<file path="src/rtl/pipe_hazard_if.sv">
// Hazard-unit bundle between the ID stage and the pipe_hazard_scoreboard.
// The master side drives the ID-side request signals.
// The slave side (the scoreboard) returns the control and counter outputs.
interface pipe_hazard_if #(
    parameter int unsigned DEPTH  = 3,
    parameter int unsigned REG_AW = 5
);
    localparam int unsigned FW = $clog2(DEPTH + 1);

    logic              id_valid;
    logic [REG_AW-1:0] id_rs1;
    logic [REG_AW-1:0] id_rs2;
    logic              id_use_rs1;
    logic              id_use_rs2;
    logic [REG_AW-1:0] id_rd;
    logic              id_regwrite;
    logic              id_is_load;
    logic              ex_redirect;

    logic              stall;
    logic              flush_ifid;
    logic              bubble_idex;
    logic [FW-1:0]     fwd_rs1;
    logic [FW-1:0]     fwd_rs2;
    logic [31:0]       stall_cnt;
    logic [31:0]       flush_cnt;

    modport master (
        output id_valid, id_rs1, id_rs2, id_use_rs1, id_use_rs2,
               id_rd, id_regwrite, id_is_load, ex_redirect,
        input  stall, flush_ifid, bubble_idex, fwd_rs1, fwd_rs2,
               stall_cnt, flush_cnt
    );

    modport slave (
        input  id_valid, id_rs1, id_rs2, id_use_rs1, id_use_rs2,
               id_rd, id_regwrite, id_is_load, ex_redirect,
        output stall, flush_ifid, bubble_idex, fwd_rs1, fwd_rs2,
               stall_cnt, flush_cnt
    );
endinterface

</file>
<file path="src/rtl/pipe_hazard_scoreboard.sv">
// Pipeline hazard scoreboard.
// It tracks the instructions in the DEPTH stages after ID.
// From these it produces forwarding selects, the load-use stall, the redirect flush and bubble controls.
// Optional performance counters are built only when PIPE_PERF_CNT_EN is defined.
// Without that macro, stall_cnt and flush_cnt are tied to zero.
module pipe_hazard_scoreboard #(
    parameter int unsigned DEPTH    = 3,
    parameter int unsigned REG_AW   = 5,
    parameter int unsigned LOAD_LAT = 2
) (
    input  logic          clk,
    input  logic          rst,
    pipe_hazard_if.slave  hz
);
    localparam int unsigned FW = $clog2(DEPTH + 1);

    typedef struct packed {
        logic              valid;
        logic [REG_AW-1:0] rd;
        logic              regwrite;
        logic              is_load;
    } sb_entry_t;

    sb_entry_t     sb [1:DEPTH];

    logic [FW-1:0] sel_rs1;
    logic [FW-1:0] sel_rs2;
    logic          load_rs1;
    logic          load_rs2;
    logic          hazard;
    logic          stall_w;

    // Producer search: scan oldest to youngest so the youngest match wins
    always_comb begin
        sel_rs1  = '0;
        sel_rs2  = '0;
        load_rs1 = 1'b0;
        load_rs2 = 1'b0;
        for (int k = DEPTH; k >= 1; k--) begin
            if (hz.id_valid && sb[k].valid && sb[k].regwrite &&
                hz.id_use_rs1 && (hz.id_rs1 != '0) && (sb[k].rd == hz.id_rs1)) begin
                sel_rs1  = FW'(k);
                load_rs1 = sb[k].is_load;
            end
            if (hz.id_valid && sb[k].valid && sb[k].regwrite &&
                hz.id_use_rs2 && (hz.id_rs2 != '0) && (sb[k].rd == hz.id_rs2)) begin
                sel_rs2  = FW'(k);
                load_rs2 = sb[k].is_load;
            end
        end
    end

    // Load data not yet forwardable stalls ID; a redirect overrides the stall
    always_comb begin
        hazard  = (load_rs1 && (sel_rs1 != '0) && (sel_rs1 < FW'(LOAD_LAT))) ||
                  (load_rs2 && (sel_rs2 != '0) && (sel_rs2 < FW'(LOAD_LAT)));
        stall_w = hazard && !hz.ex_redirect;
    end

    assign hz.stall       = stall_w;
    assign hz.flush_ifid  = hz.ex_redirect;
    assign hz.bubble_idex = stall_w || hz.ex_redirect;
    assign hz.fwd_rs1     = sel_rs1;
    assign hz.fwd_rs2     = sel_rs2;

    // Scoreboard shift; entry 1 takes the ID instruction only when it advances
    always_ff @(posedge clk) begin
        if (rst) begin
            for (int k = 1; k <= DEPTH; k++) begin
                sb[k] <= '0;
            end
        end else begin
            for (int k = 2; k <= DEPTH; k++) begin
                sb[k] <= sb[k-1];
            end
            if (hz.id_valid && !stall_w && !hz.ex_redirect) begin
                sb[1].valid    <= 1'b1;
                sb[1].rd       <= hz.id_rd;
                sb[1].regwrite <= hz.id_regwrite;
                sb[1].is_load  <= hz.id_is_load;
            end else begin
                sb[1] <= '0;
            end
        end
    end

`ifdef PIPE_PERF_CNT_EN
    logic [31:0] stall_cnt_q;
    logic [31:0] flush_cnt_q;

    // Saturating stall and redirect cycle counters
    always_ff @(posedge clk) begin
        if (rst) begin
            stall_cnt_q <= '0;
            flush_cnt_q <= '0;
        end else begin
            if (stall_w && (stall_cnt_q != 32'hFFFF_FFFF)) begin
                stall_cnt_q <= stall_cnt_q + 32'd1;
            end
            if (hz.ex_redirect && (flush_cnt_q != 32'hFFFF_FFFF)) begin
                flush_cnt_q <= flush_cnt_q + 32'd1;
            end
        end
    end

    assign hz.stall_cnt = stall_cnt_q;
    assign hz.flush_cnt = flush_cnt_q;
`else
    assign hz.stall_cnt = '0;
    assign hz.flush_cnt = '0;
`endif

endmodule

</file>
<file path="src/flat_wrapper.sv">
// flat-port wrapper written by rule: the top's interface ports become plain ports
module pipe_hazard_scoreboard_flat 
#(
    parameter int unsigned DEPTH    = 3,
    parameter int unsigned REG_AW   = 5,
    parameter int unsigned LOAD_LAT = 2
)
  (clk, rst, hz_id_valid, hz_id_rs1, hz_id_rs2, hz_id_use_rs1, hz_id_use_rs2, hz_id_rd, hz_id_regwrite, hz_id_is_load, hz_ex_redirect, hz_stall, hz_flush_ifid, hz_bubble_idex, hz_fwd_rs1, hz_fwd_rs2, hz_stall_cnt, hz_flush_cnt);
  pipe_hazard_if #(.DEPTH(DEPTH), .REG_AW(REG_AW)) hz_i ();
  input  logic clk;
  input  logic rst;
  input wire logic [$bits(hz_i.id_valid)-1:0] hz_id_valid;
  input wire logic [$bits(hz_i.id_rs1)-1:0] hz_id_rs1;
  input wire logic [$bits(hz_i.id_rs2)-1:0] hz_id_rs2;
  input wire logic [$bits(hz_i.id_use_rs1)-1:0] hz_id_use_rs1;
  input wire logic [$bits(hz_i.id_use_rs2)-1:0] hz_id_use_rs2;
  input wire logic [$bits(hz_i.id_rd)-1:0] hz_id_rd;
  input wire logic [$bits(hz_i.id_regwrite)-1:0] hz_id_regwrite;
  input wire logic [$bits(hz_i.id_is_load)-1:0] hz_id_is_load;
  input wire logic [$bits(hz_i.ex_redirect)-1:0] hz_ex_redirect;
  output wire logic [$bits(hz_i.stall)-1:0] hz_stall;
  output wire logic [$bits(hz_i.flush_ifid)-1:0] hz_flush_ifid;
  output wire logic [$bits(hz_i.bubble_idex)-1:0] hz_bubble_idex;
  output wire logic [$bits(hz_i.fwd_rs1)-1:0] hz_fwd_rs1;
  output wire logic [$bits(hz_i.fwd_rs2)-1:0] hz_fwd_rs2;
  output wire logic [$bits(hz_i.stall_cnt)-1:0] hz_stall_cnt;
  output wire logic [$bits(hz_i.flush_cnt)-1:0] hz_flush_cnt;
  assign hz_i.id_valid = hz_id_valid;
  assign hz_i.id_rs1 = hz_id_rs1;
  assign hz_i.id_rs2 = hz_id_rs2;
  assign hz_i.id_use_rs1 = hz_id_use_rs1;
  assign hz_i.id_use_rs2 = hz_id_use_rs2;
  assign hz_i.id_rd = hz_id_rd;
  assign hz_i.id_regwrite = hz_id_regwrite;
  assign hz_i.id_is_load = hz_id_is_load;
  assign hz_i.ex_redirect = hz_ex_redirect;
  assign hz_stall = hz_i.stall;
  assign hz_flush_ifid = hz_i.flush_ifid;
  assign hz_bubble_idex = hz_i.bubble_idex;
  assign hz_fwd_rs1 = hz_i.fwd_rs1;
  assign hz_fwd_rs2 = hz_i.fwd_rs2;
  assign hz_stall_cnt = hz_i.stall_cnt;
  assign hz_flush_cnt = hz_i.flush_cnt;
  pipe_hazard_scoreboard #(.DEPTH(DEPTH), .REG_AW(REG_AW), .LOAD_LAT(LOAD_LAT)) u_core (.clk(clk), .rst(rst), .hz(hz_i));
endmodule
</file>
<file path="config.mk">
export PLATFORM = sky130hd
export DESIGN_NAME = pipe_hazard_scoreboard_flat
export DESIGN_NICKNAME = d
export VERILOG_FILES = /design/src/rtl/pipe_hazard_if.sv /design/src/rtl/pipe_hazard_scoreboard.sv /design/src/flat_wrapper.sv
export SDC_FILE = /design/constraint.sdc
export NUM_CORES = 1
export LEC_CHECK = 0
export BUFFER_PORTS_ARGS = -buffer_cell sky130_fd_sc_hd__clkbuf_2
export CORE_MARGIN = 10
export CORE_UTILIZATION = 44
export DETAILED_ROUTE_END_ITERATION = 16
export GPL_TIMING_DRIVEN = 1
export PLACE_DENSITY = 0.91
export SLEW_MARGIN = 5
export SYNTH_ARGS = -nofsm -noshare
export SYNTH_HDL_FRONTEND = slang
export SYNTH_SLANG_ARGS = --single-unit
</file>
<file path="constraint.sdc">
create_clock -name clk -period 2.8 [get_ports clk]
set_input_delay 0.56 -clock clk [delete_from_list [all_inputs] [get_ports clk]]
set_output_delay 0.56 -clock clk [all_outputs]
set_load 0.005 [all_outputs]
</file>
* Yosys cells after proc, flatten, opt, wreduce, memory -nomap -nowiden
Memory sizes are Yosys's and may differ from the RTL's.
Index checks and enable logic that the tools add are counted.
** Operators by class
- Add/subtract/negate cells :: 0
- Multiplexer cells :: 31
- Reduce and logical (&&, ||, !) cells :: 39
- Equal/unequal tests :: 6
- Div/mod/pow operators :: 0
- Bitwise logic cells :: 10
- Order comparisons :: 2
- Multiply operators :: 0
- Shift-type cells :: 0
** Operators with widths (count)
- logical AND 1 bit :: 31
- equality test 5 bit :: 6
- two-way mux 1 bit :: 21
- two-way mux 8 bit :: 2
- two-way mux 2 bit :: 6
- two-way mux 5 bit :: 2
- bitwise OR 1 bit :: 10
- nonzero test 5 bit :: 2
- < comparator 2 bit (second input constant) :: 2
- nonzero test 2 bit :: 2
- logical NOT 1 bit :: 2
- logical OR 1 bit :: 2
** Word-level totals
- Memories :: 1
- Bits in registers :: 0
- ROM bits :: 0
- Output and inout port bits :: 71
- Bits in latches :: 0
- Bits of input ports :: 23
- Logic and storage cells :: 89
- RAM bits :: 24
** Memories
- u_core.sb :: words 3, bits a word 8, read ports 3, clocked after Yosys merged registers in 0, wr ports 3, RTL line pipe_hazard_scoreboard.sv:24 : sb_entry_t sb [1:DEPTH];

* Depth between registers and ports, before layout
Gate-level depths: netlist of the first run.
An unclocked memory read counts as a cell.
- Word-level depth :: 22
- Gate-level depth with buffers :: 5
- Mapped depth without buffers :: 5

* Worst setup path before layout of the first run
Ideal clock, no wire load.
- Path kind :: input port to output port
- Start point :: input port hz_id_rs2[1]
- End point :: output port hz_bubble_idex
- Stages :: 5
- Arrival :: 1849 ps
- Data required time :: 2240 ps
- Path slack :: 391 ps
- Path buffers :: 0
- Path through :: or4_1 -> o21ai_2 -> nor4_2 -> o21a_2 -> or2_2
** Between the ends
- Word-level cells in the longest chain between the ends :: 12
- Elaborated cells between the ends (all ways) :: 23
- Classes of those cells :: 1 x order compare; 3 x eq/ne; 6 x mux; 13 x reduce/logical
** RTL lines
- start, declared :: RTL line flat_wrapper.sv:14 : input wire logic [$bits(hz_i.id_rs2)-1:0] hz_id_rs2;
- branches (longest 8 deep; another with < comparator 2 bit)
- logical AND 1 bit * :: RTL line pipe_hazard_scoreboard.sv:56 : (load_rs2 && (sel_rs2 != '0) && (sel_rs2 < FW'(LOAD_LAT)));
- logical OR 1 bit * :: RTL line pipe_hazard_scoreboard.sv:55 : hazard = (load_rs1 && (sel_rs1 != '0) && (sel_rs1 < FW'(LOAD_LAT))) ||
- logical AND 1 bit * :: RTL line pipe_hazard_scoreboard.sv:57 : stall_w = hazard && !hz.ex_redirect;
- logical OR 1 bit * :: RTL line pipe_hazard_scoreboard.sv:62 : assign hz.bubble_idex = stall_w || hz.ex_redirect;
- end, declared :: RTL line flat_wrapper.sv:23 : output wire logic [$bits(hz_i.bubble_idex)-1:0] hz_bubble_idex;
Mark *: on every way between the ends.

* Worst setup path in the final report of the first run
Same ends and word-level chain as after synthesis.

==> results of run 1 <==
-- power breakdown --
part / internal, mW / switching [mW] / total (mW)
registers: 0.350 / 0.0148 / 0.365
logic: 0.0502 / 0.0702 / 0.120
clock network: 0.191 / 0.0993 / 0.290
total: 0.591 / 0.184 / 0.775
-- how the worst min path moves through the flow --
| stage | slack [ns] | endpoint | depth (start not counted) | from |
|---|---|---|---|---|
| finish | 0.46 | u_core.sb[0][31]$_SDFF_PP0_ | 1 | u_core.sb[0][23]$_SDFF_PP0_ |
| global route | 0.48 | u_core.sb[0][25]$_SDFF_PP0_ | 1 | u_core.sb[0][17]$_SDFF_PP0_ |
| detailed placement | 0.45 | u_core.sb[0][31]$_SDFF_PP0_ | 1 | u_core.sb[0][23]$_SDFF_PP0_ |
| floorplan | 0.43 | u_core.sb[0][31]$_SDFF_PP0_ | 1 | u_core.sb[0][23]$_SDFF_PP0_ |
| CTS | 0.46 | u_core.sb[0][31]$_SDFF_PP0_ | 1 | u_core.sb[0][23]$_SDFF_PP0_ |
| global placement | 0.44 | u_core.sb[0][31]$_SDFF_PP0_ | 1 | u_core.sb[0][23]$_SDFF_PP0_ |
-- cells in the mapped netlist (all sizes together) --
cell type | instances | area, sq um
buf | 65 | 488
xnor2 | 22 | 193
nor2b | 16 | 100
dfxtp | 14 | 280
edfxtp | 8 | 240
xor2 | 8 | 70.1
and4bb | 7 | 87.6
nand3 | 4 | 20.0
nand4 | 4 | 25.0
nor4 | 4 | 31.3
or4 | 4 | 31.3
a21oi | 2 | 10.0
a41o | 2 | 20.0
clkbuf | 2 | 7.51
conb | 2 | 7.51
nand2 | 2 | 7.51
o21ai | 2 | 17.5
and3 | 1 | 6.26
nor3b | 1 | 7.51
o21a | 1 | 8.76
or2 | 1 | 6.26
-- layout by cell type, fill, tap and decap left out --
cell type  instances
nor4_2             1
nor3b_1            1
nand2_1            2
and4bb_2           7
nand4_1            4
and3_1             1
a21oi_1            2
or4_1              3
o21a_2             1
xor2_1             8
conb_1            72
clkbuf_8           3
nand3_1            4
nor4_1             3
bufinv_16          1
nor2b_1           16
dfxtp_1           14
o21ai_2            2
xnor2_1           22
buf_4              1
or2_2              1
a41o_1             2
or4_2              1
clkbuf_2          29
edfxtp_1           8
-- routing by layer --
metal / vias up / wire (um)
li1: 515 / -
met1: 482 / 1400
met2: 53 / 1780
met3: 4 / 391
met4: 0 / 29
met5: - / 0
-- worst reg2reg max path: cells and delay by family, from the launching register on --
family	cells	cell delay (ns)
buffers and inverters	1	0.15
AOI/OAI and AO/OA	1	0.23
DFF	1	0.45
xor gates and xnor gates	1	0.21
and+or+nand+nor	3	0.86
-- kinds of logic after synthesis --
kind of cell           synth area share, %
buffers and inverters                 29.8
XOR/XNOR                              15.8
flip-flops                            31.3
AND/OR/NAND/NOR                       19.4
AO/OA/AOI/OAI                         3.38
other                                0.451
-- final cells by class --
type / instances / share of cell area (%)
multi-input cells: 153 / 53.1
clock buffers: 3 / 2.41
repair buffers: 30 / 8.89
well taps: 48 / 3.50
clock inverters: 1 / 1.75
flip-flops and latches: 22 / 30.3
-- through the flow --
step,instance area [sq um],total power [mW],std cells
after CTS,1720,0.775,257
after detailed placement,1650,0.487,253
final,1720,0.775,257
after global placement,1650,0.482,253
after floorplan,1930,0.512,242
after global routing,1720,0.815,257
==> results.yml, run 1 <==
finish:
  area_growth_pct: 3.08
  multiInputGateArea_sq_um: 912
  reg_top3: "u_core.sb: 22 flops"
  n_fill_cell: 363
  diodes: 0
  fin_util_pct: 46.9
  largest_register_ffs: 22
  register_area_sq_um: 520
  top_register: "u_core.sb"
  drive_gt1_share_pct: 22.5
  nNetsFinal: 233
critical_path:
  path_delay_family: "simple AND/OR/NAND/NOR gates"
  critPathMaxFanout: 4
  slowest_stage: "or4_1"
  max_stage_delay_ns: 0.55
  worstSetupEndpoint: "hz_bubble_idex"
  cp-end-kind: "output port"
  cp_cell_sequence: "clkbuf_2 > or4_1 > o21ai_2 > nor4_2 > o21a_2 > or2_2 > clkbuf_2"
  worst_path_most_repeated_cell: "clkbuf_2"
  critPathRequiredTime_ns: 2.24
  crit_cells: 7
  r2r-start: "u_core.sb[0][12]$_SDFFCE_PP0P_"
  critical_path_arrival_ns: 2.15
  r2r_end: "u_core.sb[0][13]$_SDFFCE_PP0P_"
  ff2ff_path_depth: 6
  critPathBufInv: 2
  start_kind: "primary input"
  r2r_slack_ns: 0.65
  crit_start: "hz_id_rs2[1]"
  critPathKind: "in2out"
timing:
  fin_ws_ns: 0.0867
  report.final.hold_viol_count: 0
  skew_ns: 0.00468
  maxSlewViolCount: 0
  worst_pin_slew_ns: 0.583
  fin_tns_setup_ns: 0
  setup_viol: 0
  rsz0062_at_grt: "false"
  min_period_ns: 2.71
  period_share_pct: 96.9
  fmax_ghz: 0.369
  relSlewSlack_pct: 60.7
  holdWs_ns: 0.461
global_route:
  gr-usage-met1_pct: 11.0
  grt_max_degree: 23
  grt_pass1_vias: 1156
  overflow: 0
  grt_first_pass_wirelength_um: 5390
  busiest_layer: "met2"
  gr-usage-met2_pct: 17.7
  grt_antenna_before_repair: 0
  grt_usage_pct: 9.88
  use_met3_pct: 2.95
detailed_routing:
  drt_pass1_iterations: 4
  drc: 0
  drt-initial-drc-count: 38
  drt-total-wl_um: 3600
  postRouteAntennaNets: 0
  vias_per_cell: 4.10
  post_drt_wl_per_cell_um: 14.0
  vias: 1054
clocking:
  clk_path_buf_depth: 2
  cts_sinks: 22
  cts_tree: "yes"
  cts_resized: 0
  clk_pin_slew_ns: 0.08
  post_cts_buffers: 0
  cts_buffers: 3
  root_buffer: "clkbuf_8"
  clk_latency_ns: 0.26
  h-tree-depth: 1
  cts_hold_buf: 0
synth:
  ys_types: 23
  synth-seq-area-share_pct: 31.3
  synth_area_sq_um: 1670
  syn_area_per_cell_sq_um: 9.68
  yosys_warnings: 0
  synth-seq-cells: 22
  syn_inst: 172
floorplan:
  core_area_sq_um: 3660
  die_x_um: 81.5
  io_pins: 94
  rows: 22
  start_util_pct: 45.5
  die_y_um: 81.5
  die_area_sq_um: 6650
place:
  io_buffers: 29
  dp_slack_ns: 0.0862
  gp_congestion: 0.909
  hpwl_um: 3120
pwr:
  leakagePower_nw: 0.788
  pwr_density_cell_nw_per_um2: 452
  ir_worst_vdd_uv: 349
worst_hold_path:
  worstHoldPathType: "reg2reg"
run_status:
  status: "complete, no violations"
flow_run:
  drv_cap: 0
(Power assumes the default switching activity.)
==> inputs of run 2 (changes only) <==
--- a/config.mk
+++ b/config.mk
@@ -7,8 +7,8 @@
 export LEC_CHECK = 0
-export BUFFER_PORTS_ARGS = -buffer_cell sky130_fd_sc_hd__clkbuf_2
-export CORE_MARGIN = 10
-export CORE_UTILIZATION = 44
+export CORE_MARGIN = 4
+export CORE_UTILIZATION = 56
 export DETAILED_ROUTE_END_ITERATION = 16
+export DONT_BUFFER_PORTS = 1
 export GPL_TIMING_DRIVEN = 1
-export PLACE_DENSITY = 0.91
+export PLACE_DENSITY = 0.82
 export SLEW_MARGIN = 5
--- a/constraint.sdc
+++ b/constraint.sdc
@@ -3,2 +3,2 @@
 set_output_delay 0.56 -clock clk [all_outputs]
-set_load 0.005 [all_outputs]
+set_load 0.01 [all_outputs]
==> results.yml, run 2 (synthesized netlist as in run 1, its figures left out) <==
critical_path:
  critPathMaxFanout: 10
  critical_path_arrival_ns: 2.04
  r2r_slack_ns: 0.83
  start_kind: "flip-flop"
  path_delay_family: "simple AND/OR/NAND/NOR gates"
  cp-end-kind: "output port"
  critPathRequiredTime_ns: 2.24
  cp_cell_sequence: "xnor2_1 > nand4_1 > nor4_2 > o21a_2 > nor2b_1"
  critPathKind: "reg2out"
  max_stage_delay_ns: 0.48
  critPathBufInv: 0
  slowest_stage: "edfxtp_1"
pwr:
  switching_share_pct: 28.0
  pwr_density_cell_nw_per_um2: 408
  p_sw_mw: 0.172
  combPwrFrac_pct: 17.2
  power.share.clock_pct: 23.3
  ir_worst_vdd_uv: 210
  power.internal_mw: 0.442
  sequentialPowerShare_pct: 59.5
  leakagePower_nw: 0.640
  total_power_mw: 0.613
finish:
  register_area_sq_um: 520
  reg_top3: "u_core.sb: 22 flops"
  layout.cells.non_filler: 210
  multiInputGateArea_sq_um: 918
  diodes: 0
  final_common_cell: "conb_1"
  area_growth_pct: -9.69
  layout_common_cells: "72 x conb_1, 22 x xnor2_1, 16 x nor2b_1, 14 x dfxtp_1"
  largest_register_ffs: 22
  nNetsFinal: 203
  top_register: "u_core.sb"
  n_fill_cell: 266
  drive_gt1_share_pct: 9.50
global_route:
  grt_usage_pct: 12.7
  grt_max_degree: 23
  grt_first_pass_wirelength_um: 3970
  grt_pass1_vias: 826
  overflow: 0
  grt_antenna_before_repair: 0
detailed_routing:
  drc: 0
  drt-total-wl_um: 2790
  postRouteAntennaNets: 0
  vias: 942
  drt_pass1_iterations: 3
  post_drt_wl_per_cell_um: 13.3
  drt-initial-drc-count: 35
  vias_per_cell: 4.49
worst_hold_path:
  worstHoldPathType: "in2reg"
timing:
  maxSlewViolCount: 0
  fin_tns_setup_ns: 0
  rsz0062_at_grt: "false"
  fin_ws_ns: 0.199
  skew_ns: 0.00553
  holdWs_ns: 0.311
  report.final.hold_viol_count: 0
  min_period_ns: 2.60
  worst_pin_slew_ns: 0.489
  fmax_ghz: 0.384
  setup_viol: 0
  relSlewSlack_pct: 67.1
  period_share_pct: 92.9
place:
  gp_congestion: 0.913
  dp.cells: 206
  dp_slack_ns: 0.257
  io_buffers: 0
  hpwl_um: 2310
floorplan:
  io_pins: 94
  core_area_sq_um: 2810
  start_util_pct: 59.4
  die_area_sq_um: 3910
  die_y_um: 62.5
  die_x_um: 62.5
  rows: 19
clocking:
  cts_sinks: 22
  cts_tree: "yes"
  h-tree-depth: 1
  cts_hold_buf: 0
  cts_buffers: 3
  clk_pin_slew_ns: 0.12
  clk_path_buf_depth: 2
  root_buffer: "clkbuf_4"
  clk_latency_ns: 0.30
run_status:
  status: "complete, no violations"
flow_run:
  drv_cap: 0
==> run 2: area by class of cell <==
type | count | area share [%]
tap | 31 | 2.58
clock inverter | 1 | 0.250
multi-input combinational | 153 | 61.1
sequential | 22 | 34.6
clock buffer | 3 | 1.50
==> run 2: layer usage <==
layer | vias up | GRT usage, % | wire length [um]
met1 | 432 | 14.8 | 1130
met4 | 0 | 3.58 | 10
met5 | - | 0 | 0
li1 | 454 | - | -
met3 | 2 | 7.37 | 378
met2 | 54 | 19.6 | 1270
==> run 2: per-stage QoR <==
step | instance area, sq um | utilization, %
3_3_place_gp | 1470 | 52.5
2_1_floorplan | 1930 | -
4_1_cts | 1500 | 53.4
6_report | 1500 | 53.6
5_1_grt | 1500 | 53.6
3_5_place_dp | 1470 | 52.5
==> run 2: worst paths after layout <==
| kind | startpoint | end | cells after the start |
|---|---|---|---|
| max | u_core.sb[0][12]$_SDFFCE_PP0P_ | hz_stall | 5 |
| min | rst | u_core.sb[0][22]$_SDFF_PP0_ | 1 |
| max reg2reg | u_core.sb[0][12]$_SDFFCE_PP0P_ | u_core.sb[0][8]$_SDFFCE_PP0P_ | 5 |
| min reg2reg | u_core.sb[0][23]$_SDFF_PP0_ | u_core.sb[0][31]$_SDFF_PP0_ | 1 |
==> run 2: repair_timing <==
item	4_1_cts	5_1_grt
endpoints found under the setup margin	0	2
gates resized for setup	0	1
setup buffers	0	0
==> run 2: power groups by stage <==
stage                     combinational (mW)  clock (mW)  sequential, mW
after global placement                 0.101           0           0.372
after floorplan                        0.165           0           0.368
final                                  0.105       0.143           0.365
after global routing                   0.117       0.158           0.367
after CTS                              0.102       0.152           0.365
after detailed placement               0.101           0           0.372
==> inputs of run 3 (changes only) <==
- PLACE_DENSITY: 0.82 -> 0.7
==> results.yml, run 3 (synthesized netlist as in run 1, its figures left out) <==
floorplan:
  core_area_sq_um: 2810
  io_pins: 94
  start_util_pct: 59.4
  die_area_sq_um: 3910
  rows: 19
  die_y_um: 62.5
  die_x_um: 62.5
global_route:
  grt_antenna_before_repair: 0
  busiest_layer: "met2"
  grt_max_degree: 23
  gr-usage-met1_pct: 16.8
  gr-usage-met2_pct: 22.2
  grt_pass1_vias: 920
  use_met3_pct: 4.32
  grt_usage_pct: 13.7
  overflow: 0
  grt_first_pass_wirelength_um: 4340
pwr:
  total_power_mw: 0.712
  leakagePower_nw: 0.652
  pwr_density_cell_nw_per_um2: 466
  ir_worst_vdd_uv: 272
detailed_routing:
  post_drt_wl_per_cell_um: 13.8
  postRouteAntennaNets: 0
  drt-initial-drc-count: 8
  drt_pass1_iterations: 4
  vias_per_cell: 4.59
  vias: 963
  drc: 0
  drt-total-wl_um: 2900
finish:
  layout.cells.non_filler: 210
  area_growth_pct: -8.11
  multiInputGateArea_sq_um: 918
  final_cell_area_sq_um: 1530
  largest_register_ffs: 22
  nNetsFinal: 203
  layout_common_cells: "72 x conb_1, 22 x xnor2_1, 16 x nor2b_1, 14 x dfxtp_1"
  register_area_sq_um: 520
  top_register: "u_core.sb"
  diodes: 0
  reg_top3: "u_core.sb: 22 flops"
  n_fill_cell: 270
  drive_gt1_share_pct: 10.1
  final_common_cell: "conb_1"
worst_hold_path:
  min_from: "rst"
  min_to: "u_core.sb[0][22]$_SDFF_PP0_"
  hold_depth: 1
  worstHoldPathType: "in2reg"
critical_path:
  critical_path_arrival_ns: 2.10
  critPathKind: "reg2out"
  r2r-start: "u_core.sb[0][10]$_SDFFCE_PP0P_"
  critPathMaxFanout: 10
  ff2ff_path_depth: 5
  critPathRequiredTime_ns: 2.24
  start_kind: "flip-flop"
  cp-end-kind: "output port"
  r2r_end: "u_core.sb[0][11]$_SDFFCE_PP0P_"
  r2r_slack_ns: 0.77
timing:
  report.final.hold_viol_count: 0
  fmax_ghz: 0.376
  maxSlewViolCount: 0
  period_share_pct: 95.1
  fin_tns_setup_ns: 0
  setup_viol: 0
  holdWs_ns: 0.308
  min_period_ns: 2.66
  rsz0062_at_grt: "false"
  skew_ns: 0.00216
clocking:
  cts_tree: "yes"
  root_buffer: "clkbuf_4"
  post_cts_buffers: 0
  cts_resized: 0
  cts_hold_buf: 0
  cts_sinks: 22
  clk_pin_slew_ns: 0.12
  clk_path_buf_depth: 2
  h-tree-depth: 1
  clk_latency_ns: 0.30
  cts_buffers: 3
place:
  io_buffers: 0
  hpwl_um: 2370
  dp.cells: 206
  placed_area_sq_um: 1470
  gp_congestion: 0.999
flow_run:
  drv_cap: 0
run_status:
  status: "complete, no violations"
[run 3: cell count changes in the layout (fill, tap and decap cells not counted)]
cell / before / now
clkinv_1: 1 / 0
bufinv_16: 0 / 1
[run 3: how the worst max path moves through the flow]
| stage | cells after the start | slack [ns] | endpoint | startpoint |
|---|---|---|---|---|
| after detailed placement | 5 | 0.27 | hz_bubble_idex | hz_id_rs2[1] |
| final | 5 | 0.14 | hz_stall | u_core.sb[0][10]$_SDFFCE_PP0P_ |
| after global routing | 5 | 0.01 | hz_stall | u_core.sb[0][10]$_SDFFCE_PP0P_ |
| after CTS | 5 | 0.04 | hz_stall | u_core.sb[0][12]$_SDFFCE_PP0P_ |
| after floorplan | 5 | 0.37 | hz_bubble_idex | hz_id_rs2[1] |
| after global placement | 5 | 0.31 | hz_bubble_idex | hz_id_rs2[1] |
[run 3: layer usage]
layer	vias to the layer above	wire, um
met2	64	1390
met5	-	0
met1	439	1180
li1	454	-
met4	0	52
met3	6	269
[run 3: power breakdown]
group / total, mW / switching (mW) / internal (mW) / leakage [nW]
registers: 0.365 / 0.0150 / 0.350 / 0.192
logic: 0.108 / 0.0684 / 0.0398 / 0.432
clock network: 0.239 / 0.0944 / 0.145 / 0.0279
total: 0.712 / 0.178 / 0.534 / 0.652
[run 3: cell type report]
type / instances / share of cell area [%]
Clock buffer: 3 / 1.47
Sequential cell: 22 / 34.0
Clock inverter: 1 / 1.96
Tap cell: 31 / 2.53
Multi-Input combinational cell: 153 / 60.0
[run 3: worst max-delay path, stage by stage (launching register included)]
cell and delay, ns:
edfxtp_1 0.47, xnor2_1 0.21, nand4_1 0.15, nor4_2 0.40, o21a_2 0.30, nor2b_1 0.27
[run 3: stage by stage]
| stage | setup WS, ns | utilization, % |
|---|---|---|
| after floorplan | 0.370 | - |
| after global placement | 0.310 | 52.5 |
| after detailed placement | 0.269 | 52.5 |
| after CTS | 0.0368 | 54.3 |
| after global routing | 0.0139 | 54.5 |
| final | 0.138 | 54.5 |
